$ cat src/rtl/fifo_wr_arbiter_if.sv
// Write-side bus shared by the producers, the arbiter and the FIFO write port.
// master is the arbiter's view; slave is the producer/FIFO side.
interface fifo_wr_arbiter_if #(
  parameter int DataWidth = 16,
  parameter int NumReq    = 4
);
  localparam int IdWidth = $clog2(NumReq);

  logic [NumReq*DataWidth-1:0] req_data_i;
  logic [NumReq-1:0]           req_val_i;
  logic [NumReq-1:0]           req_last_i;
  logic [NumReq-1:0]           req_rdy_o;
  logic [IdWidth+DataWidth-1:0] fifo_din_o;
  logic                        fifo_din_val_o;
  logic                        fifo_din_rdy_i;
  logic [NumReq-1:0]           grant_o;
  logic                        busy_o;

  modport master (
    input  req_data_i, req_val_i, req_last_i, fifo_din_rdy_i,
    output req_rdy_o, fifo_din_o, fifo_din_val_o, grant_o, busy_o
  );

  modport slave (
    output req_data_i, req_val_i, req_last_i, fifo_din_rdy_i,
    input  req_rdy_o, fifo_din_o, fifo_din_val_o, grant_o, busy_o
  );
endinterface

$ cat src/rtl/fifo_wr_arbiter.sv
// Round-robin burst arbiter sharing one FIFO write port among NumReq producers.
// A grant is held until req_last or MaxBurst beats; each beat carries its source id.
module fifo_wr_arbiter #(
  parameter int DataWidth = 16,
  parameter int NumReq    = 4,
  parameter int MaxBurst  = 8
) (
  input logic               clk_i,
  input logic               arst_ni,
  fifo_wr_arbiter_if.master bus
);
  localparam int IdWidth  = $clog2(NumReq);
  localparam int CntWidth = $clog2(MaxBurst + 1);

  typedef enum logic {
    ST_IDLE,
    ST_LOCKED
  } state_e;

  state_e                state_q;
  logic [NumReq-1:0]     grant_q;
  logic [IdWidth-1:0]    gidx_q;
  logic [IdWidth-1:0]    rr_ptr_q;
  logic [CntWidth-1:0]   beat_cnt_q;

  logic                  win_found;
  logic [IdWidth-1:0]    win_idx;
  logic [IdWidth-1:0]    cand;
  logic [DataWidth-1:0]  sel_data;
  logic                  sel_val;
  logic                  sel_last;
  logic                  locked;
  logic                  beat;
  logic                  release_burst;

  function automatic logic [IdWidth-1:0] wrap_idx(input logic [IdWidth-1:0] base,
                                                  input int unsigned ofs);
    int unsigned s;
    s = (32'(base) + ofs) % 32'(NumReq);
    return s[IdWidth-1:0];
  endfunction

  // Search starts just after the last served requester, wrapping around.
  always_comb begin
    win_found = 1'b0;
    win_idx   = '0;
    cand      = '0;
    for (int i = 1; i <= NumReq; i++) begin
      cand = wrap_idx(rr_ptr_q, 32'(i));
      if (!win_found && bus.req_val_i[cand]) begin
        win_found = 1'b1;
        win_idx   = cand;
      end
    end
  end

  always_comb begin
    sel_data = '0;
    sel_val  = 1'b0;
    sel_last = 1'b0;
    for (int k = 0; k < NumReq; k++) begin
      if (gidx_q == IdWidth'(k)) begin
        sel_data = bus.req_data_i[k*DataWidth +: DataWidth];
        sel_val  = bus.req_val_i[k];
        sel_last = bus.req_last_i[k];
      end
    end
  end

  assign locked        = (state_q == ST_LOCKED);
  assign beat          = locked && sel_val && bus.fifo_din_rdy_i;
  assign release_burst = sel_last || (beat_cnt_q == CntWidth'(MaxBurst - 1));

  always_ff @(posedge clk_i or negedge arst_ni) begin
    if (!arst_ni) begin
      state_q    <= ST_IDLE;
      grant_q    <= '0;
      gidx_q     <= '0;
      beat_cnt_q <= '0;
      rr_ptr_q   <= IdWidth'(NumReq - 1);
    end else begin
      case (state_q)
        ST_IDLE: begin
          if (win_found) begin
            state_q    <= ST_LOCKED;
            gidx_q     <= win_idx;
            grant_q    <= NumReq'(1) << win_idx;
            beat_cnt_q <= '0;
          end
        end
        ST_LOCKED: begin
          if (beat) begin
            if (release_burst) begin
              state_q    <= ST_IDLE;
              grant_q    <= '0;
              beat_cnt_q <= '0;
              rr_ptr_q   <= gidx_q;
            end else begin
              beat_cnt_q <= beat_cnt_q + CntWidth'(1);
            end
          end
        end
        default: state_q <= ST_IDLE;
      endcase
    end
  end

  // grant_q is zero while idle, so ready needs no extra state qualification.
  assign bus.grant_o        = grant_q;
  assign bus.busy_o         = locked;
  assign bus.req_rdy_o      = grant_q & {NumReq{bus.fifo_din_rdy_i}};
  assign bus.fifo_din_val_o = locked && sel_val;
  assign bus.fifo_din_o     = locked ? {gidx_q, sel_data} : '0;
endmodule
$ cat src/flat_wrapper.sv
// flat-port wrapper written by rule: the top's interface ports become plain ports
module fifo_wr_arbiter_flat 
#(
  parameter int DataWidth = 16,
  parameter int NumReq    = 4,
  parameter int MaxBurst  = 8
)
  (clk_i, arst_ni, bus_req_data_i, bus_req_val_i, bus_req_last_i, bus_fifo_din_rdy_i, bus_req_rdy_o, bus_fifo_din_o, bus_fifo_din_val_o, bus_grant_o, bus_busy_o);
  fifo_wr_arbiter_if #(.DataWidth(DataWidth), .NumReq(NumReq)) bus_i ();
  input logic clk_i;
  input logic arst_ni;
  input wire logic [$bits(bus_i.req_data_i)-1:0] bus_req_data_i;
  input wire logic [$bits(bus_i.req_val_i)-1:0] bus_req_val_i;
  input wire logic [$bits(bus_i.req_last_i)-1:0] bus_req_last_i;
  input wire logic [$bits(bus_i.fifo_din_rdy_i)-1:0] bus_fifo_din_rdy_i;
  output wire logic [$bits(bus_i.req_rdy_o)-1:0] bus_req_rdy_o;
  output wire logic [$bits(bus_i.fifo_din_o)-1:0] bus_fifo_din_o;
  output wire logic [$bits(bus_i.fifo_din_val_o)-1:0] bus_fifo_din_val_o;
  output wire logic [$bits(bus_i.grant_o)-1:0] bus_grant_o;
  output wire logic [$bits(bus_i.busy_o)-1:0] bus_busy_o;
  assign bus_i.req_data_i = bus_req_data_i;
  assign bus_i.req_val_i = bus_req_val_i;
  assign bus_i.req_last_i = bus_req_last_i;
  assign bus_i.fifo_din_rdy_i = bus_fifo_din_rdy_i;
  assign bus_req_rdy_o = bus_i.req_rdy_o;
  assign bus_fifo_din_o = bus_i.fifo_din_o;
  assign bus_fifo_din_val_o = bus_i.fifo_din_val_o;
  assign bus_grant_o = bus_i.grant_o;
  assign bus_busy_o = bus_i.busy_o;
  fifo_wr_arbiter #(.DataWidth(DataWidth), .NumReq(NumReq), .MaxBurst(MaxBurst)) u_core (.clk_i(clk_i), .arst_ni(arst_ni), .bus(bus_i));
endmodule
$ cat config.mk
export PLATFORM = sky130hd
export DESIGN_NAME = fifo_wr_arbiter_flat
export DESIGN_NICKNAME = d
export VERILOG_FILES = /design/src/rtl/fifo_wr_arbiter_if.sv /design/src/rtl/fifo_wr_arbiter.sv /design/src/flat_wrapper.sv
export SDC_FILE = /design/constraint.sdc
export NUM_CORES = 1
export LEC_CHECK = 0
export CELL_PAD_IN_SITES_DETAIL_PLACEMENT = 1
export CELL_PAD_IN_SITES_GLOBAL_PLACEMENT = 1
export CORE_MARGIN = 2
export CORE_UTILIZATION = 23
export DETAILED_ROUTE_END_ITERATION = 8
export PLACE_DENSITY = 0.84
export SYNTH_ARGS = -nofsm -noshare
export SYNTH_HDL_FRONTEND = slang
export SYNTH_SLANG_ARGS = --single-unit
$ cat constraint.sdc
create_clock -name clk_i -period 3.3 [get_ports clk_i]
set_clock_uncertainty 0.1 [all_clocks]
set_input_delay 0.99 -clock clk_i [delete_from_list [all_inputs] [get_ports clk_i]]
set_output_delay 0.99 -clock clk_i [all_outputs]
set_load 0.03 [all_outputs]
==> qor.txt <==
WS Path Type = input port to output pin
Endpoints failing setup = 0
Area Growth Syn to Fin = 92.8%
Synth cell types = 39
Final std cells w/o fill = 296
First-pass GRT wire length = 7250 microns
Ant. Diodes = 0
Hold/Removal Path Class = flop to flop
Largest net degree at the start of global routing = 25
Dpl hpwl = 3770 microns
Post-layout nets = 301
Cell Chain, Critical Path = clkdlybuf4s50_1 -> mux4_2 -> and2_1 -> buf_4
CP endpoint kind = output pin
PortBufs = 102
Die width = 78.5 microns
Main synth FF type = dfrtp_1
Worst setup margin = 0.0191 ns
GPL Wtd Cong = 0.733
Number of synthesis warnings = 0
Max incr delay on CP = 0.47 ns
Wire per inst = 15.7 microns
Post-synth top area cell = mux4_2
Clock tree buffer depth = 2
Post-DP Area = 2410 sq um
Worst EP required = 2.21 ns
Core Region = 5440 sq um
Chip Height = 78.5 microns
Leakage = 0.000983 uW
Worst Path Max Fanout = 1
#FFs+latches synth = 13
Worst-Margin Slew = 0.702 ns
Sequential share of the synthesized area = 25.7%
Pre-antenna DRT Iters = 4
Slowest cell on crit path = mux4_2
Placed cells = 292
Crit path DAT = 2.19 ns
Total CTS buffers = 3
Row count = 27
Final hold slack = 0.428 ns
Fmax = 305 MHz
Overflow after GRT = 0
Cts hold-fix bufs = 0
Vias in the first global route = 1505
GR Util All Layers = 15.0%
Worst-Skew Late Latency = 0.25 ns
Net Count, Synth = 193
Initial drt markers = 17
Asr flop ratio synth = 100%
Mapped Area = 1270 sq um
CP bufs+invs = 2
Mapped Cells = 117
Die area = 6160 sq um
Fin. Hold Viols = 0
Top cells by area, synth = mux4_2 (28%), dfrtp_1 (22%), and2_1 (11%), dfstp_2 (4.1%), mux2i_1 (3.9%)
Period minus WS final = 3.28 ns
Max-Cap Viols = 0
Run status = complete, no violations
Maximum vdd drop = 0.469 mV
Via density = 4.78
Setup Slack @ Placement = -0.426 ns
Via count = 1414
Post-route cell area = 2460 sq um
Worst setup SP type = input port
Worst path top cell family by delay = buffers and inverters
FF-to-FF setup slack = 1.14 ns
Final slew viol count = 0
CTS clk-pin slew, worst paths = 0.05 ns
Boundary Pins = 103
Clock Root Buffer = clkbuf_8
DRT Wirelength = 4650 microns
Number of synthesized flops with an enable pin = 0
Syn avg cell area = 10.9 sq um
Total clock sinks = 13
Fin crit share = 99.4%
H-tree depth = 1
Relative slew slack = 52.6%
Post-route ant nets = 0
P per Cell Area = 785 nW/um^2
Initial antenna violation count = 0
# fillers = 599
Synth top area share = 28.3%
CTS tree = done
Layout cell share with drive strength beyond 1 = 26.3%
Starting Density = 23.4%
# DRC = 0
metrics by stage:
step / utilization (%) / power [uW] / setup TNS, ns
after global placement: 44.4 / 1760 / -5.98
after floorplan: - / 1210 / 0
after global routing: 45.2 / 2060 / -0.0218
final: 45.2 / 1930 / 0
after detailed placement: 44.4 / 1790 / -6.36
after CTS: 43.8 / 1830 / 0
layout make-up:
cell class | instances | area [sq um] | area share (%)
clock buffers | 3 | 41.3 | 1.68
clock inverters | 1 | 5.00 | 0.204
inverters | 4 | 15.0 | 0.611
multi-input cells | 93 | 905 | 36.8
flip-flops and latches | 13 | 328 | 13.3
well taps | 72 | 90.1 | 3.66
repair buffers | 110 | 1070 | 43.7
synthesized netlist by cell type (all sizes together) (2+ instances only):
cell type / count
and2: 22
mux4: 16
dfrtp: 11
mux2i: 5
nand2: 5
o21ai: 5
a32o: 4
buf: 4
inv: 4
mux2: 4
clkbuf: 3
nand2b: 3
nor2: 3
a21o: 2
a22o: 2
dfstp: 2
nand3: 2
nor2b: 2
worst register-to-register path, stage by stage (launching register included):
cell	delay [ns]
dfrtp_1	0.40
buf_12	0.21
mux2_2	0.39
a22o_1	0.25
o21ai_1	0.33
mux2_2	0.40
cells in the final DEF (no fill, tap or decap), types with 3 or more instances in the layout:
cell type	instances
nand2b_1	3
o21ai_0	4
a32o_1	4
dfrtp_1	11
and2_1	20
inv_1	4
nor2_1	3
mux2i_1	5
nand2_1	5
mux2_2	4
buf_6	11
clkbuf_8	3
mux4_2	16
buf_2	3
clkdlybuf4s50_1	81
buf_4	14
where the power goes:
group	leakage (uW)	switching [uW]	total [uW]	internal [uW]
registers	0.000164	75.4	296	221
clock network	0.0000255	62.6	146	83.8
logic	0.000793	737	1490	750
total	0.000983	875	1930	1060
path summary, 6_finish.rpt:
kind                                                       start                               end  cells after the start
worst min register to register  u_core.beat_cnt_q[1]$_DFFE_PN0P_  u_core.beat_cnt_q[1]$_DFFE_PN0P_                      2
min in group asynchronous                                arst_ni  u_core.beat_cnt_q[2]$_DFFE_PN0P_                      1
worst max register to register      u_core.gidx_q[0]$_DFFE_PN0P_    u_core.rr_ptr_q[1]$_DFFE_PN1P_                      5
max in group asynchronous                                arst_ni    u_core.rr_ptr_q[0]$_DFFE_PN1P_                      1
worst max-delay path                          bus_req_data_i[51]                 bus_fifo_din_o[3]                      4
worst min-delay path            u_core.beat_cnt_q[1]$_DFFE_PN0P_  u_core.beat_cnt_q[1]$_DFFE_PN0P_                      2
state kept, by name, indices dropped and copies added, names as in the netlist:
name / flops
u_core.bus.grant_o: 4
u_core.rr_ptr_q: 2
u_core.bus.busy_o: 1
u_core.beat_cnt_q: 4
u_core.gidx_q: 2
cell families after synthesis:
group / Yosys count / synth area share [%]
buffers and inverters: 11 / 3.73
multiplexers: 25 / 35.7
AO/OA/AOI/OAI: 23 / 13.7
flip-flops: 13 / 25.7
adder cells (fa/ha/maj): 1 / 0.981
AND/OR/NAND/NOR: 44 / 20.1
routing by layer:
layer / track usage (%) / vias up / share of wire (%)
met5: 0 / - / 0
met4: 5.61 / 0 / 1.4
met3: 2.64 / 5 / 6.8
met2: 28.3 / 60 / 53
met1: 16.7 / 681 / 39
li1: - / 668 / -
repair_timing:
action / CTS / global route
gates resized for setup: 81 / 37
buffers inserted: 0 / 0
setup endpoints to repair: 16 / 13
(Power assumes the default switching activity.)
